$ cat src/rtl/seq_int_div.sv
// Multi-cycle restoring integer divider with start/done handshake.
// Signed operands are divided as magnitudes; signs are reapplied before the result load.
module seq_int_div #(
    parameter int WIDTH = 16
) (
    input  logic             clk,
    input  logic             rst_n,
    input  logic             start,
    input  logic             signed_mode,
    input  logic [WIDTH-1:0] dividend,
    input  logic [WIDTH-1:0] divisor,
    output logic             busy,
    output logic             done,
    output logic [WIDTH-1:0] quotient,
    output logic [WIDTH-1:0] remainder,
    output logic             div_by_zero
);

    localparam int CW = $clog2(WIDTH);

    typedef enum logic [1:0] {IDLE, CALC, FIX, DONE} state_t;

    state_t           state, state_nx;
    logic [CW-1:0]    cnt;
    logic [WIDTH:0]   rem;
    logic [WIDTH-1:0] quo;
    logic [WIDTH-1:0] dmag;
    logic             q_neg;
    logic             r_neg;

    logic             accept;
    logic             zero_div;
    logic             last_iter;
    logic [WIDTH-1:0] a_mag;
    logic [WIDTH-1:0] b_mag;
    logic [WIDTH+1:0] diff;

    assign accept    = start && ((state == IDLE) || (state == DONE));
    assign zero_div  = (divisor == '0);
    assign last_iter = (cnt == CW'(WIDTH - 1));

    // Unsigned WIDTH-bit negation keeps MIN's magnitude exact.
    assign a_mag = (signed_mode && dividend[WIDTH-1]) ? -dividend : dividend;
    assign b_mag = (signed_mode && divisor[WIDTH-1])  ? -divisor  : divisor;

    // Trial subtract on the shifted partial remainder; the top bit is the borrow.
    assign diff = {rem, quo[WIDTH-1]} - {2'b00, dmag};

    always_ff @(posedge clk or negedge rst_n) begin
        if (!rst_n) begin
            state <= IDLE;
        end else begin
            state <= state_nx;
        end
    end

    always_comb begin
        state_nx = state;
        busy     = 1'b0;
        done     = 1'b0;
        case (state)
            IDLE: begin
                if (start) begin
                    state_nx = zero_div ? DONE : CALC;
                end
            end
            CALC: begin
                busy = 1'b1;
                if (last_iter) begin
                    state_nx = FIX;
                end
            end
            FIX: begin
                busy     = 1'b1;
                state_nx = DONE;
            end
            DONE: begin
                done = 1'b1;
                if (start) begin
                    state_nx = zero_div ? DONE : CALC;
                end else begin
                    state_nx = IDLE;
                end
            end
            default: state_nx = IDLE;
        endcase
    end

    always_ff @(posedge clk or negedge rst_n) begin
        if (!rst_n) begin
            cnt         <= '0;
            rem         <= '0;
            quo         <= '0;
            dmag        <= '0;
            q_neg       <= 1'b0;
            r_neg       <= 1'b0;
            quotient    <= '0;
            remainder   <= '0;
            div_by_zero <= 1'b0;
        end else if (accept) begin
            cnt   <= '0;
            rem   <= '0;
            quo   <= a_mag;
            dmag  <= b_mag;
            q_neg <= signed_mode & (dividend[WIDTH-1] ^ divisor[WIDTH-1]);
            r_neg <= signed_mode & dividend[WIDTH-1];
            if (zero_div) begin
                quotient    <= '1;
                remainder   <= dividend;
                div_by_zero <= 1'b1;
            end
        end else if (state == CALC) begin
            cnt <= cnt + CW'(1);
            quo <= {quo[WIDTH-2:0], ~diff[WIDTH+1]};
            rem <= diff[WIDTH+1] ? {rem[WIDTH-1:0], quo[WIDTH-1]} : diff[WIDTH:0];
        end else if (state == FIX) begin
            quotient    <= q_neg ? -quo : quo;
            remainder   <= r_neg ? -rem[WIDTH-1:0] : rem[WIDTH-1:0];
            div_by_zero <= 1'b0;
        end
    end

endmodule

$ cat config.mk
export PLATFORM = sky130hd
export DESIGN_NAME = seq_int_div
export DESIGN_NICKNAME = d
export VERILOG_FILES = /design/src/rtl/seq_int_div.sv
export SDC_FILE = /design/constraint.sdc
export NUM_CORES = 1
export LEC_CHECK = 0
export CAP_MARGIN = 30
export CORE_MARGIN = 3
export CORE_UTILIZATION = 40
export DETAILED_ROUTE_END_ITERATION = 8
export RECOVER_POWER = 100
export REMOVE_ABC_BUFFERS = 1
export SKIP_LAST_GASP = 1
export SLEW_MARGIN = 20
export SYNTH_ARGS = -nofsm -noshare
export SYNTH_HDL_FRONTEND = slang
export SYNTH_SLANG_ARGS = --single-unit
$ cat constraint.sdc
create_clock -name clk -period 3.2 [get_ports clk]
set_clock_uncertainty 0.1 [all_clocks]
set_input_delay 0.64 -clock clk [delete_from_list [all_inputs] [get_ports clk]]
set_output_delay 0.64 -clock clk [all_outputs]
set_load 0.05 [all_outputs]
After elaboration in Yosys (flattened, before gate mapping)
Index checks and enable logic that the tools add are counted.

Register bits after elaboration: 90. Word-level logic and storage cells: 69. Input port bits: 36. Output and inout port bits: 35.

Equality and inequality tests: 8. Reduce and logical (&&, ||, !) cells: 11. Bitwise gates (word level): 4. $add $sub $neg: 6. Multiplexer cells: 30.

Operator list (count): 16-bit two-way mux (14); 16-bit negation (4); 17-bit two-way mux (3); 18-bit by 16-bit subtractor with 18-bit output (1); 16-bit logical NOT (1); 2-bit two-way mux (4); 4-bit two-way mux (2); 2-bit one-hot mux with 4 select lines (1); 1-bit two-way mux (6); 2-bit != test, second input constant (3); 4-bit by 1-bit adder with 4-bit output, second input constant (1); 2-bit equality test, second input constant (2); 4-bit equality test, second input constant (1); 2-bit nonzero test (2); 1-bit logical AND (3); 3-bit AND reduction (1); 1-bit bitwise AND (2); 2-bit by 1-bit equality test with 1-bit output, second input constant (1); 2-bit logical NOT (1); 2-bit by 1-bit != test with 1-bit output, second input constant (1); 2-bit AND reduction (1); 2-bit OR reduction (1); 1-bit logical OR (1); 1-bit NOT (1); 1-bit XOR (1).

Longest topological paths before layout
Gate-level depths: netlist (run 1).

Depth after elaboration: 5. Mapped depth: 11. Depth with buffers taken out: 11.

Worst setup path before layout (run 1)
OpenSTA, ideal clock, no wires.

Path type: input-to-reg. Start point: input port divisor[2]. End point: register dmag[14]. Required time: 2.970 ns. Setup slack: 0.463 ns. Library setup time: 0.130 ns. Buffers on the path: 0. Stages: 6. Data arrival time: 2.507 ns. Cells stage by stage: or4_4 -> or4_4 -> or4_4 -> o41ai_2 -> xor2_1 -> o21ai_1.

Longest elaborated chain between the ends: 2.

Ends and longest elaborated chain: start, declared (RTL line 11) `input logic [WIDTH-1:0] divisor,`; 16-bit negation (RTL line 44) `assign b_mag = (signed_mode && divisor[WIDTH-1]) ? -divisor : divisor;`; 16-bit two-way mux (RTL line 44); end signal, assigned (RTL line 104) `dmag <= b_mag;`; end, declared (RTL line 27) `logic [WIDTH-1:0] dmag;`.

Every way passes these cells. A chain may end at the register's enable or synchronous reset.

Worst setup path after layout (run 1)
Start point: input port divisor[2]. End point: register remainder[15].

Longest elaborated chain between the ends: 3.

Ends and longest elaborated chain: 16-bit logical NOT (RTL line 39) `assign zero_div = (divisor == '0);`; 2-bit by 1-bit != test with 1-bit output (no line); 3-bit AND reduction (no line); end signal, assigned (RTL line 109) `remainder <= dividend;`; end signal, assigned (RTL line 118) `remainder <= r_neg ? -rem[WIDTH-1:0] : rem[WIDTH-1:0];`; end, declared (RTL line 15) `output logic [WIDTH-1:0] remainder,`.

Every way passes these cells.

==> summary.md, run 1 <==
| Metric | Value |
|---|---|
| Hold-fix buffers at CTS | `0` |
| RSZ-0062 raised after global routing | `no` |
| Global-route usage over all layers | `roughly a fifth` |
| Total count of hold-check failures in the final report | `0` |
| Via count normalized by instance count | `5.39` |
| Max Cap Viol | `0` |
| Peak supply drop | `roughly 0.72 mV` |
| Critical path peak fanout | `9` |
| Die W | `roughly 130 um` |
| Insertion delay of the later-clocked pin in the worst-skew pair | `350 ps` |
| Crit path cell chain | `clkdlybuf4s50_1 -> or4_1 -> or4_1 -> nor3_2 -> clkbuf_4 -> a31oi_2 -> clkbuf_2 -> nand2_1 -> o21ai_0` |
| Placement row count | `44` |
| Pins Over Slew Limit | `0` |
| Worst path bufs/invs | `3` |
| Number of nets at the end of the flow | `approximately 850` |
| Overall die height | `128 um` |
| Number of enable flip-flop cells after synthesis | `0` |
| Final TNS setup | `0 ps` |
| Combined flip-flop and latch cell area | `between 2000 and 2500 um^2` |
| Status | `finished clean` |
| Path class of the lowest-slack min-delay path | `flop to flop` |
| Clock transition at path regs | `70 ps` |
| Number of endpoints failing setup at the final stage | `0` |
| Total standard cell area after synthesis | `5970 um^2` |
| Crit. End Element | `flop` |
| Critical path startpoint category | `input pin` |
| Kind of cell adding the most delay to the critical path | `simple AND/OR/NAND/NOR gates` |
| Initial core utilization | `about 41%` |
| CTS tree | `yes` |
| Mapped Avg Cell Area | `8.43 um^2` |
| Worst path arrival time | `approximately 3100 ps` |
| CTS-repair resized insts | `0` |
| Share of async-settable or async-resettable flops after synthesis | `100%` |
| Total grt overflow | `0` |
| Number of violations reported at the end of detailed-routing iteration 0 | `approximately 340` |
| Root Buffer | `sky130_fd_sc_hd__clkbuf_16` |
| Number of buffers inserted during clock tree synthesis | `9` |
| Initial antenna violation count | `0` |
| Fraction of final layout cells with drive strength greater than 1 | `approximately 6.3%` |
| Warnings, synthesis | `0` |
| Drt total wl | `15,300 um` |
| Data required time of the worst path | `~3300 ps` |
| Unique cell type count in the Yosys netlist | `57` |
| CTS H-Tree Depth | `3` |
| Vias in the first global route | `between 5,000 and 6,000` |
| Critical Path Most Common Cell | `sky130_fd_sc_hd__or4_1` |
| Synth Flop Type | `sky130_fd_sc_hd__dfrtp_1` |
| Max-slew headroom | `14.0%` |
| N_diodes | `0` |
| DRC errors left | `0` |
| Slowest library cell on the worst path | `sky130_fd_sc_hd__or4_1` |
| Sequential cell area fraction in the yosys report | `37.7%` |
| Start-to-end type of the worst setup path | `input pin to flop` |
| First-pass GRT wire length | `25,300 um` |
| Area growth from synthesis to layout | `22.8%` |
| Placement Setup Slack | `-92.0 ps` |
| Sum of net half-perimeters after detailed placement | `about 12,000 um` |
| Leak | `~3.2 nW` |
| Period utilization | `between 90% and 100%` |
| Number of sinks handled by clock tree synthesis | `90` |
| Die Footprint | `16,400 um^2` |
| Worst-Margin Slew | `1290 ps` |
| Router iterations before antenna repair | `4` |
| Number of nets still failing antenna checks after routing | `0` |
| Peak clock frequency supported by timing | `0.331 GHz` |
| Input/output buffers | `70` |
| Average routed wire per standard cell | `15.7 um` |
| Core Area | `14,600 um^2` |
| Post-CTS setup-driven buffer insertion count | `0` |
| Global placer's final weighted congestion | `0.995` |
| Maximum buffer depth of the clock tree | `2` |
| Number of fillers in the final layout | `around 1,400` |
| Number of synthesized register bits | `90` |
| Pin count of the biggest net entering global routing | `53` |
| Delay of the slowest cell on the worst path | `540 ps` |
| Post-route worst setup slack | `175 ps` |
| Ratio of total power to cell area | `1240 nW/um^2` |
| Min cycle time layout | `between 3000 and 4000 ps` |
| Post-Synthesis Cells | `708` |
| Number of I/O pins | `71` |
| Multi-input logic area | `3440 um^2` |
| Vias after detailed routing | `roughly 5,300` |
## flip-flops by register name, summed over array words and instances (netlist names)
name / flops
quotient: 16
q_neg: 1
cnt: 4
div_by_zero: 1
rem: 17
r_neg: 1
quo: 16
state: 2
remainder: 16
dmag: 16
## metrics by stage
step	hold slack, ps	power (mW)	std cells	instance area (um^2)	util [%]
floorplan	244	6.34	674	5830	-
global placement	362	7.86	958	7050	48.3
detailed placement	370	8.02	958	7050	48.3
CTS	265	9.28	974	7390	50.6
global route	409	9.87	974	7320	50.2
finish	378	9.11	974	7320	50.2
## power breakdown
part	switching, mW	total (mW)	leakage (nW)	internal (mW)
clock	0.459	1.22	0.160	0.763
combinational	3.41	5.66	1.94	2.24
sequential	0.532	2.23	1.10	1.70
## worst min-delay path, stage by stage (launching register included)
cell and delay, ps:
sky130_fd_sc_hd__dfrtp_1 340, sky130_fd_sc_hd__nand2_1 50, sky130_fd_sc_hd__o21ai_0 60
## layout make-up
cell class,count,share of cell area [%]
well taps,184,3.14
repair buffers,100,12.7
multi-input cells,547,47.0
clock buffers,11,3.18
flip-flops and latches,90,30.7
clock inverters,5,1.40
inverters,37,1.90
## path summary, 6_finish.rpt
| kind | from | endpoint | slack (ps) | depth (start not counted) |
|---|---|---|---|---|
| max reg2reg | rem[10] | rem[6] | 220 | 9 |
| min reg2reg | dmag[13] | dmag[13] | 380 | 2 |
| min | dmag[13] | dmag[13] | 380 | 2 |
| max in group asynchronous | rst_n | dmag[5] | 890 | 2 |
| max | divisor[2] | remainder[15] | 170 | 9 |
| min in group asynchronous | rst_n | quotient[15] | 490 | 1 |
## placed cells by master, fill, tap and decap left out, drive strengths merged, types with 3 or more instances in the layout
master          n
a211oi          3
a21oi          57
a31oi          12
and2            4
buf            23
bufinv          3
clkbuf         19
clkdlybuf4s50  32
dfrtp          90
dlygate4sd3    37
ha             26
inv            37
mux2i          31
nand2          91
nand2b          3
nand3          15
nor2           64
nor2b           5
nor3            9
nor4            5
o211ai          7
o21ai          81
o31ai          14
o41ai           6
or4             7
xnor2          23
xor2           47
## cell usage after synthesis (12+ instances only)
master | instances | area, um^2
sky130_fd_sc_hd__a21oi_1 | 57 | 285
sky130_fd_sc_hd__a31oi_1 | 12 | 75.1
sky130_fd_sc_hd__clkbuf_1 | 27 | 101
sky130_fd_sc_hd__dfrtp_1 | 90 | 2250
sky130_fd_sc_hd__ha_1 | 26 | 325
sky130_fd_sc_hd__inv_1 | 37 | 139
sky130_fd_sc_hd__mux2i_1 | 31 | 310
sky130_fd_sc_hd__nand2_1 | 91 | 342
sky130_fd_sc_hd__nand3_1 | 15 | 75.1
sky130_fd_sc_hd__nor2_1 | 64 | 240
sky130_fd_sc_hd__o21ai_0 | 76 | 380
sky130_fd_sc_hd__o31ai_1 | 14 | 105
sky130_fd_sc_hd__xnor2_1 | 23 | 201
sky130_fd_sc_hd__xor2_1 | 47 | 412
## kinds of logic after synthesis
group,after synthesis,synth area share (%)
buffers and inverters,71,4.57
multiplexers,31,5.20
AO/OA/AOI/OAI,202,20.0
XOR/XNOR,70,10.3
adder cells (fa/ha/maj),27,5.79
flip-flops,90,37.7
AND/OR/NAND/NOR,217,16.4
## per-layer routing
layer	share of wire, %	up-vias	global-route usage (%)
met5	0	-	0
met4	2.0	0	7.30
met3	4.7	23	2.50
met2	49	136	32.9
met1	44	2457	24.4
li1	-	2637	-
Note: power is estimated with default switching activity, not from simulation.
==> run 2, diff against run 1 <==
--- a/config.mk
+++ b/config.mk
@@ -9,6 +9,7 @@
 export CORE_MARGIN = 3
 export CORE_UTILIZATION = 40
 export DETAILED_ROUTE_END_ITERATION = 8
+export GPL_TIMING_DRIVEN = 1
 export RECOVER_POWER = 100
 export REMOVE_ABC_BUFFERS = 1
 export SKIP_LAST_GASP = 1
==> results of run 2 <==
The final DEF is identical to that of run 1; final timing and power are the same.
==> run 3, diff against run 2 <==
--- a/config.mk
+++ b/config.mk
@@ -6,6 +6,7 @@
 export NUM_CORES = 1
 export LEC_CHECK = 0
 export CAP_MARGIN = 30
+export CORE_ASPECT_RATIO = 1.4
 export CORE_MARGIN = 3
 export CORE_UTILIZATION = 40
 export DETAILED_ROUTE_END_ITERATION = 8
==> run 3 against run 2 <==
Net effect: the flow now finishes with violations (capacitance limit, slew limit); sequential power is essentially flat; register-to-register slack about the same; hold slack worse by 17 ps; sequential share of layout area up 0.22 points.
==> summary.md, run 3 (synthesis gave the netlist of run 1 again) <==
| Metric | Value |
|---|---|
| CTS tree | `yes (unchanged)` |
| Number of fillers in the final layout | `1,392 (was 1,408)` |
| Insertion delay of the later-clocked pin in the worst-skew pair | `350 ps (about the same)` |
| Critical path startpoint category | `input pin (unchanged)` |
| Met1 track demand over resource in global routing | `22.8% (was 24.4%)` |
| Most flops, register | `rem (unchanged)` |
| Met2 track utilization from global routing | `39.1% (was 32.9%)` |
| Startpoint of the tightest hold check path | `remainder[5] (was dmag[13])` |
| Hold-fix buffers at CTS | `0 (unchanged)` |
| Input/output buffers | `70 (unchanged)` |
| Fraction of power consumed by sequential logic | `24.9% (was 24.5%)` |
| Fraction of power spent switching nets | `49.9% (was 48.4%)` |
| Data required time of the worst path | `3320 ps (about the same)` |
| Fraction of final layout cells with drive strength greater than 1 | `6.70% (was 6.33%)` |
| DRC errors left | `0 (unchanged)` |
| Peak supply drop | `0.395 mV (was 0.717 mV)` |
| Number of I/O pins | `71 (unchanged)` |
| Crit. End Element | `flop (unchanged)` |
| Power after layout | `8.90 mW (was 9.11 mW)` |
| Period utilization | `96.3% (was 94.5%)` |
| Max-slew headroom | `-2.26% (was 14.0%)` |
| Global placer's final weighted congestion | `0.884 (was 0.995)` |
| CTS H-Tree Depth | `3 (unchanged)` |
| Worst R2R Path Depth | `9 (unchanged)` |
| First-pass GRT wire length | `26,200 um (was 25,300 um)` |
| Global-route usage over all layers | `20.4% (was 19.1%)` |
| N_diodes | `0 (unchanged)` |
| GRT met3 Usage | `2.83% (was 2.50%)` |
| Commonest cells after routing, fill and taps aside | `sky130_fd_sc_hd__nand2_1, sky130_fd_sc_hd__dfrtp_1, sky130_fd_sc_hd__o21ai_0, sky130_fd_sc_hd__nor2_1, sky130_fd_sc_hd__a21oi_1 (unchanged)` |
| Placement row count | `52 (was 44)` |
| Average routed wire per standard cell | `16.1 um (was 15.7 um)` |
| R2r setup slk | `230 ps (was 220 ps)` |
| Number of nets still failing antenna checks after routing | `0 (unchanged)` |
| Hold Crit Depth | `2 (unchanged)` |
| Total count of hold-check failures in the final report | `0 (unchanged)` |
| Status | `finished, violations left (was finished clean)` |
| Router iterations before antenna repair | `4 (unchanged)` |
| Pins Over Slew Limit | `62 (was 0)` |
| CTS-repair resized insts | `0 (unchanged)` |
| Via count normalized by instance count | `5.35 (was 5.39)` |
| Hold Path Sink | `remainder[5] (was dmag[13])` |
| Combined flip-flop and latch cell area | `2250 um^2 (unchanged)` |
| Leading cell type in the layout, fill and taps excluded | `sky130_fd_sc_hd__nand2_1 (unchanged)` |
| Vias after detailed routing | `5,244 (was 5,253)` |
| Pin count of the biggest net entering global routing | `62 (was 53)` |
| Path class of the lowest-slack min-delay path | `flop to flop (unchanged)` |
| Net Sw Power | `4.44 mW (was 4.41 mW)` |
| Number of flip-flops under the largest register name | `17 (unchanged)` |
| Number of sinks handled by clock tree synthesis | `90 (unchanged)` |
| Initial antenna violation count | `0 (unchanged)` |
| Worst-Margin Slew | `1530 ps (was 1290 ps)` |
| Total non-filler cell area in the finished layout | `7270 um^2 (was 7320 um^2)` |
| Die W | `109 um (was 128 um)` |
| Dpl cell area | `7060 um^2 (was 7050 um^2)` |
| Capture point of the worst reg-to-reg path | `rem[13] (was rem[6])` |
| Clock network fraction of design power | `11.3% (was 13.4%)` |
| FF-to-FF Start | `rem[10] (unchanged)` |
| Sum of net half-perimeters after detailed placement | `12,300 um (was 11,600 um)` |
| Ratio of total power to cell area | `1220 nW/um^2 (was 1240 nW/um^2)` |
| Overall die height | `151 um (was 128 um)` |
| Area growth from synthesis to layout | `21.9% (was 22.8%)` |
| Max Cap Viol | `1 (was 0)` |
| Critical path peak fanout | `14 (was 9)` |
| Drt total wl | `15,800 um (was 15,300 um)` |
| Root Buffer | `sky130_fd_sc_hd__clkbuf_16 (unchanged)` |
| Violated checks | `capacitance limit, slew limit` |
| Global-route layer with the greatest usage | `met2 (unchanged)` |
| Die Footprint | `16,400 um^2 (about the same)` |
| Cell-internal power | `4.46 mW (was 4.70 mW)` |
| Start-to-end type of the worst setup path | `input pin to flop (unchanged)` |
| Clock transition at path regs | `70 ps (about the same)` |
| Number of endpoints failing setup at the final stage | `0 (unchanged)` |
| Min cycle time layout | `3080 ps (was 3030 ps)` |
| Total grt overflow | `0 (unchanged)` |
| Maximum buffer depth of the clock tree | `2 (unchanged)` |
| RSZ-0062 raised after global routing | `no (unchanged)` |
| Worst path arrival time | `3200 ps (was 3140 ps)` |
| Number of nets at the end of the flow | `850 (was 848)` |
| Vias in the first global route | `5,280 (was 5,245)` |
| Peak clock frequency supported by timing | `0.325 GHz (was 0.331 GHz)` |
| Number of violations reported at the end of detailed-routing iteration 0 | `254 (was 336)` |
| Initial core utilization | `41.1% (was 40.9%)` |
| Leak | `3.18 nW (was 3.20 nW)` |
| Post-CTS setup-driven buffer insertion count | `0 (unchanged)` |
| Core Area | `14,500 um^2 (was 14,600 um^2)` |
| Logic pwr share | `63.8% (was 62.1%)` |
| Number of buffers inserted during clock tree synthesis | `9 (unchanged)` |
| Multi-input logic area | `3440 um^2 (about the same)` |
==> run 3: worst max-delay path: stages <==
cell                              delay [ps]
sky130_fd_sc_hd__clkdlybuf4s50_1         410
sky130_fd_sc_hd__or4_1                   550
sky130_fd_sc_hd__or4_1                   460
sky130_fd_sc_hd__nor3_1                  270
sky130_fd_sc_hd__clkbuf_1                200
sky130_fd_sc_hd__a31oi_2                 210
sky130_fd_sc_hd__clkbuf_2                290
sky130_fd_sc_hd__nand2_1                  90
sky130_fd_sc_hd__o21ai_0                  80
==> run 3: power by group through the flow <==
stage | registers, mW | logic, mW | clock network, mW
3_5_place_dp | 2.25 | 5.80 | 0
5_1_grt | 2.30 | 6.35 | 1.08
4_1_cts | 2.23 | 5.82 | 1.03
2_1_floorplan | 2.79 | 3.55 | 0
6_report | 2.22 | 5.68 | 1.00
3_3_place_gp | 2.22 | 5.68 | 0
==> run 3: per-stage QoR <==
step	setup TNS [ps]	hold WS, ps	worst slack, ps	cells	utilization (%)
CTS	0	301	213	980	50.6
global placement	-73.5	359	-52.6	965	48.7
detailed placement	-293	359	-135	965	48.7
floorplan	-40590	244	-1370	674	-
finish	0	361	120	980	50.1
global route	0	399	0.749	980	50.1
==> run 3: worst max-delay path by stage <==
stage / start / endpoint / slack, ps
3_5_place_dp: divisor[2] / state[1] / -140
6_report: divisor[2] / remainder[12] / 120
2_1_floorplan: state[0] / remainder[9] / -1370
5_1_grt: rem[10] / rem[9] / 0.7
3_3_place_gp: divisor[2] / state[1] / -50
4_1_cts: divisor[2] / state[1] / 210
==> run 3: final cells by class <==
type	count	share of cell area, %
clock inverters	6	0.688
repair buffers	102	12.8
clock buffers	9	3.10
multi-input cells	547	47.3
inverters	37	1.91
flip-flops and latches	90	31.0
well taps	189	3.25
==> run 3: metal layers <==
layer / wire [um] / vias to the layer above
met5: 0 / -
met4: 376 / 0
met3: 512 / 22
met2: 8680 / 112
met1: 6250 / 2470
li1: - / 2640
==> variant 1: new RTL, settings of run 2 <==
Re-encode `state_t` (4 states) as one-hot, 4 bits wide.
--- a/src/rtl/seq_int_div.sv
+++ b/src/rtl/seq_int_div.sv
@@ -19,5 +19,5 @@
     localparam int CW = $clog2(WIDTH);
 
-    typedef enum logic [1:0] {IDLE, CALC, FIX, DONE} state_t;
+    typedef enum logic [3:0] {IDLE = 4'b0001, CALC = 4'b0010, FIX = 4'b0100, DONE = 4'b1000} state_t;
 
     state_t           state, state_nx;
Behaviour: no difference found for any inputs over 10 cycles, from zero or initial values and one cycle with rst_n low; not proved beyond that.
==> variant 1 against run 2 <==
The run now ends with capacitance limit, slew limit left. Cell area down 2.8%. Sequential cell count up 2. Power down 27%. Routed wire length down 1.5%. Synthesized area is essentially flat. First-iteration DRC count fell by 0.30%. Final cell count decreased by 3.7%. Critical endpoint is now rem[16]. Largest cell class unchanged. Highest routed layer unchanged. Setup slack improved by 130 ps. Largest power group unchanged. Sequential power fell by 13%.
==> variant 1: results (changes against run 2) <==
placed cells 922 (-3.8%); Rel. slew slack -43.5% (-57 points); outcome finished, violations left; # fillers 1424 (+1.1%); HPWL after detailed placement 11300 um (-2.2%); Synth Instances 689 (-2.7%); CP max-delay cell dfrtp_1; Min-Delay Startpoint div_by_zero; overall routing resource usage 19.0% (-0.063 points); routed vias/inst 5.54 (+2.7%); CP max FO 4 (-5); violated checks capacitance limit, slew limit; Max Cap Viol 1 (+1); multiplexer share of the synthesized area 3.27% (-1.9 points); pre-CTS worst setup slack 199 ps (+291 ps); Synth top cells by count 97 x nand2_1, 91 x dfrtp_1, 57 x nor2_1; Synth Area in Adders 4.74% (-1.0 points); placed cell area 6860 sq um (-2.7%); gpl congestion 0.872 (-12%); XOR/XNOR share of the synthesized area 10.1% (-0.15 points); layout cell share with drive strength beyond 1 5.44% (-0.89 points); Starting DRT DRC Count 335 (-0.30%); Nets 807 (-4.8%); Netlist cell types 68 (+19%); Pins Over Slew Limit 38 (+38); first-pass GRT wire length 25200 um (-0.38%); routed len/inst 16.0 um (+2.3%); synth top area cells dfrtp_1 38%, nand2_1 6.1%, xnor2_1 5.3%; VDD IR-drop max 0.319 mV (-56%); number of global-route vias before repair 5177 (-1.3%); worst path arrival time 3010 ps (-130 ps)
-- variant 1: cell count changes in the layout (fill, tap and decap cells not counted), sizes merged, moves of 4 or more --
cell	before	now
a21oi	57	41
buf	23	8
xor2	47	33
mux2i	31	18
o21ai	81	68
xnor2	23	36
a21o	2	13
inv	37	30
nor2	64	57
nand2	91	97
nand3	15	21
ha	26	21
and4	1	5
clkbuf	19	23
-- variant 1: logic make-up after synthesis --
kind of cell | after synthesis
AO/OA/AOI/OAI | 187
AND/OR/NAND/NOR | 235
flip-flops | 92
XOR/XNOR | 69
multiplexers | 19
adder cells (fa/ha/maj) | 22
buffers and inverters | 65
-- variant 1: path summary, 6_finish.rpt --
path	end	slack, ps	cells past startpoint
setup / recovery	rem[16]	300	11
max in group asynchronous	quo[0]	950	1
hold / removal	div_by_zero	370	2
setup reg to reg	rem[16]	300	11
hold reg to reg	div_by_zero	370	2
min in group asynchronous	quo[8]	810	1
-- variant 1: area by class of cell --
| type | instances | area [sq um] | share of cell area (%) |
|---|---|---|---|
| inverters | 30 | 113 | 1.58 |
| flip-flops and latches | 92 | 2300 | 32.3 |
| clock inverters | 1 | 30.0 | 0.422 |
| repair buffers | 84 | 786 | 11.0 |
| multi-input cells | 532 | 3380 | 47.5 |
| well taps | 184 | 230 | 3.23 |
| clock buffers | 15 | 278 | 3.90 |
-- variant 1: power groups by stage --
stage	Clock (mW)	Sequential [mW]	Combinational (mW)
floorplan	0	1.91	2.78
global placement	0	1.96	3.58
detailed placement	0	1.97	3.67
CTS	1.14	1.95	3.68
global route	1.18	2.02	4.04
finish	1.12	1.95	3.61
-- variant 1: routing by layer --
layer  track usage, %  up-vias  wire length, um
met2             32.7      130             7350
met3             3.08       27              579
li1                 -     2564                -
met1             23.9     2472             6780
met4             7.43        0              331
met5                0        -                0
-- variant 1: critical path, delay by kind of cell (launching register included) --
family / cells / cell delay [ps]
xor+xnor: 1 / 150
simple gates: 1 / 130
buf+inv: 2 / 200
flops: 1 / 420
compound gates: 5 / 1150
fa+ha+maj: 2 / 600
==> variant 2: new RTL, settings of run 2 <==
Made on the original files. The parameter `WIDTH` goes from 16 to 32.
--- a/src/rtl/seq_int_div.sv
+++ b/src/rtl/seq_int_div.sv
@@ -2,5 +2,5 @@
 // Signed operands are divided as magnitudes; signs are reapplied before the result load.
 module seq_int_div #(
-    parameter int WIDTH = 16
+    parameter int WIDTH = 32
 ) (
     input  logic             clk,
Interface: changed (resized dividend, divisor, quotient and remainder); port bits go from 71 to 135. The function was not compared with the original's and may differ.
==> variant 2 against run 2 <==
The run now ends with capacitance limit, slew limit left. Power increased by 100%. Clock power increased by 75%. Sequential cell count increased by 81. Synthesized area increased by 97%. Final cell count increased by 110%. Setup slack got worse by 71 ps. Utilization increased by 2.3 points. Routed wire length increased by 130%. Cell area increased by 110%.
==> variant 2: results (changes against run 2) <==
outcome finished, violations left; violated checks capacitance limit, slew limit; VDD IR-drop max 0.451 mV (-37%); CP delay by family, top simple AND/OR/NAND/NOR gates; CTS buffer count 17 (+8); CP max-delay cell or4_4; Syn. warnings 0 (unchanged); 1st-pass router iterations 5 (+1); Sw Share 50.5% (+2.2 points); max incr delay on CP approximately 530 ps; routed via count 11000 (+110%); Starting DRT DRC Count 805 (+140%); Seq/total area 28.2% (-2.5 points); pin count of the biggest net entering global routing 71 (+34%); Pins Over Slew Limit 51 (+51); clk root buf clkbuf_16; H-tree lvl count 4 (+1); post-synthesis async set-or-reset flop share 100% (unchanged); Clock Tree Buf Depth 2 (unchanged); gpl congestion 0.864 (-13%); max reg flops 33 (+16); HPWL after detailed placement 27700 um (+140%); Lkg Pwr 6.62 nW (+110%); total negative slack 0 ps (unchanged); inverters 56 (+51%); worst path arrival time 3340 ps (+200 ps); Clock-cell share 3.99% (-0.59 points); Clock transition at path regs roughly 80 ps; Synth top cells by count 207 x o21ai_0, 202 x nand2_1, 171 x dfrtp_1; antenna violations before repair 0 (unchanged); signal buffers share of area 16.6% (+3.9 points); Nets 1768 (+110%); R2R setup slack 150 ps (-70 ps); Multi-Input Combinational 1126 (+110%); largest register by flop count rem; I/O Buffers 134 (+91%); n_diodes 0 (unchanged); synth top area cells dfrtp_1 36%, o21ai_0 8.8%, nand2_1 6.4%; Signal buffers 284 (+180%); Max Cap Viol 1 (+1); Rel. slew slack -51.8% (-66 points); Netlist cell types 63 (+11%); Clock buffer cells 17 (+6); clock sinks 171 (+90%); Seq/Total Area, Yosys 36.3% (-1.4 points); Worst Hold Class register to register; WL final 35400 um (+130%); multi-input combinational area share 46.6% (-0.33 points); first-pass GRT wire length 57100 um (+130%); layout cell share with drive strength beyond 1 11.9% (+5.6 points); Clock Latency Late Sink 440 ps (+90 ps); overall routing resource usage 22.8% (+3.7 points); # fillers 2797 (+99%); CP max FO 6 (-3); dominant synthesized flop cell dfrtp_1
-- variant 2: per-stage QoR --
step	hold WS (ps)	setup WS (ps)	std cells	instance area (sq um)
detailed placement	365	-378	2019	14600
global placement	361	-352	2019	14600
CTS	38.4	32.1	2051	15200
finish	374	104	2053	15200
floorplan	244	-3070	1353	11500
global route	398	-86.3	2053	15200
-- variant 2: layer usage --
layer  wire length [um]  share of wire, %  vias to the layer above  global-route usage, %
li1                   -                 -                     5557                      -
met4                719               2.0                        0                   6.45
met2              17100                48                      228                   38.7
met3               1310               3.7                       30                   2.80
met1              16300                46                     5173                   30.6
met5                  0                 0                        -                      0
-- variant 2: kinds of logic after synthesis --
family / after synthesis / share of synthesized area (%)
AO/OA/AOI/OAI: 447 / 22.2
AND/OR/NAND/NOR: 440 / 17.4
flip-flops: 171 / 36.3
XOR/XNOR: 149 / 11.1
buffers and inverters: 136 / 4.43
multiplexers: 46 / 3.91
adder cells (fa/ha/maj): 44 / 4.74
-- variant 2: final timing paths --
path	from	end	cells after the start
worst max-delay path	divisor[7]	remainder[21]	11
worst max register to register	rem[6]	rem[27]	11
min in group asynchronous	rst_n	quo[5]	1
worst min register to register	div_by_zero	div_by_zero	1
max in group asynchronous	rst_n	quotient[25]	2
worst min-delay path	div_by_zero	div_by_zero	1
-- variant 2: timing repair --
item                                    in CTS  in global routing
endpoints found under the setup margin       2                 82
setup buffers                                0                  1
endpoints found under the hold margin        0                  0
gates resized for setup                      1                 15
-- variant 2: power by group through the flow --
stage                     sequential (mW)  combinational [mW]  clock, mW
after global placement               4.24                12.1          0
after global routing                 4.33                13.5       2.26
final                                4.19                12.2       2.13
after CTS                            4.22                12.3       2.17
after floorplan                      5.31                6.90          0
after detailed placement             4.25                12.3          0
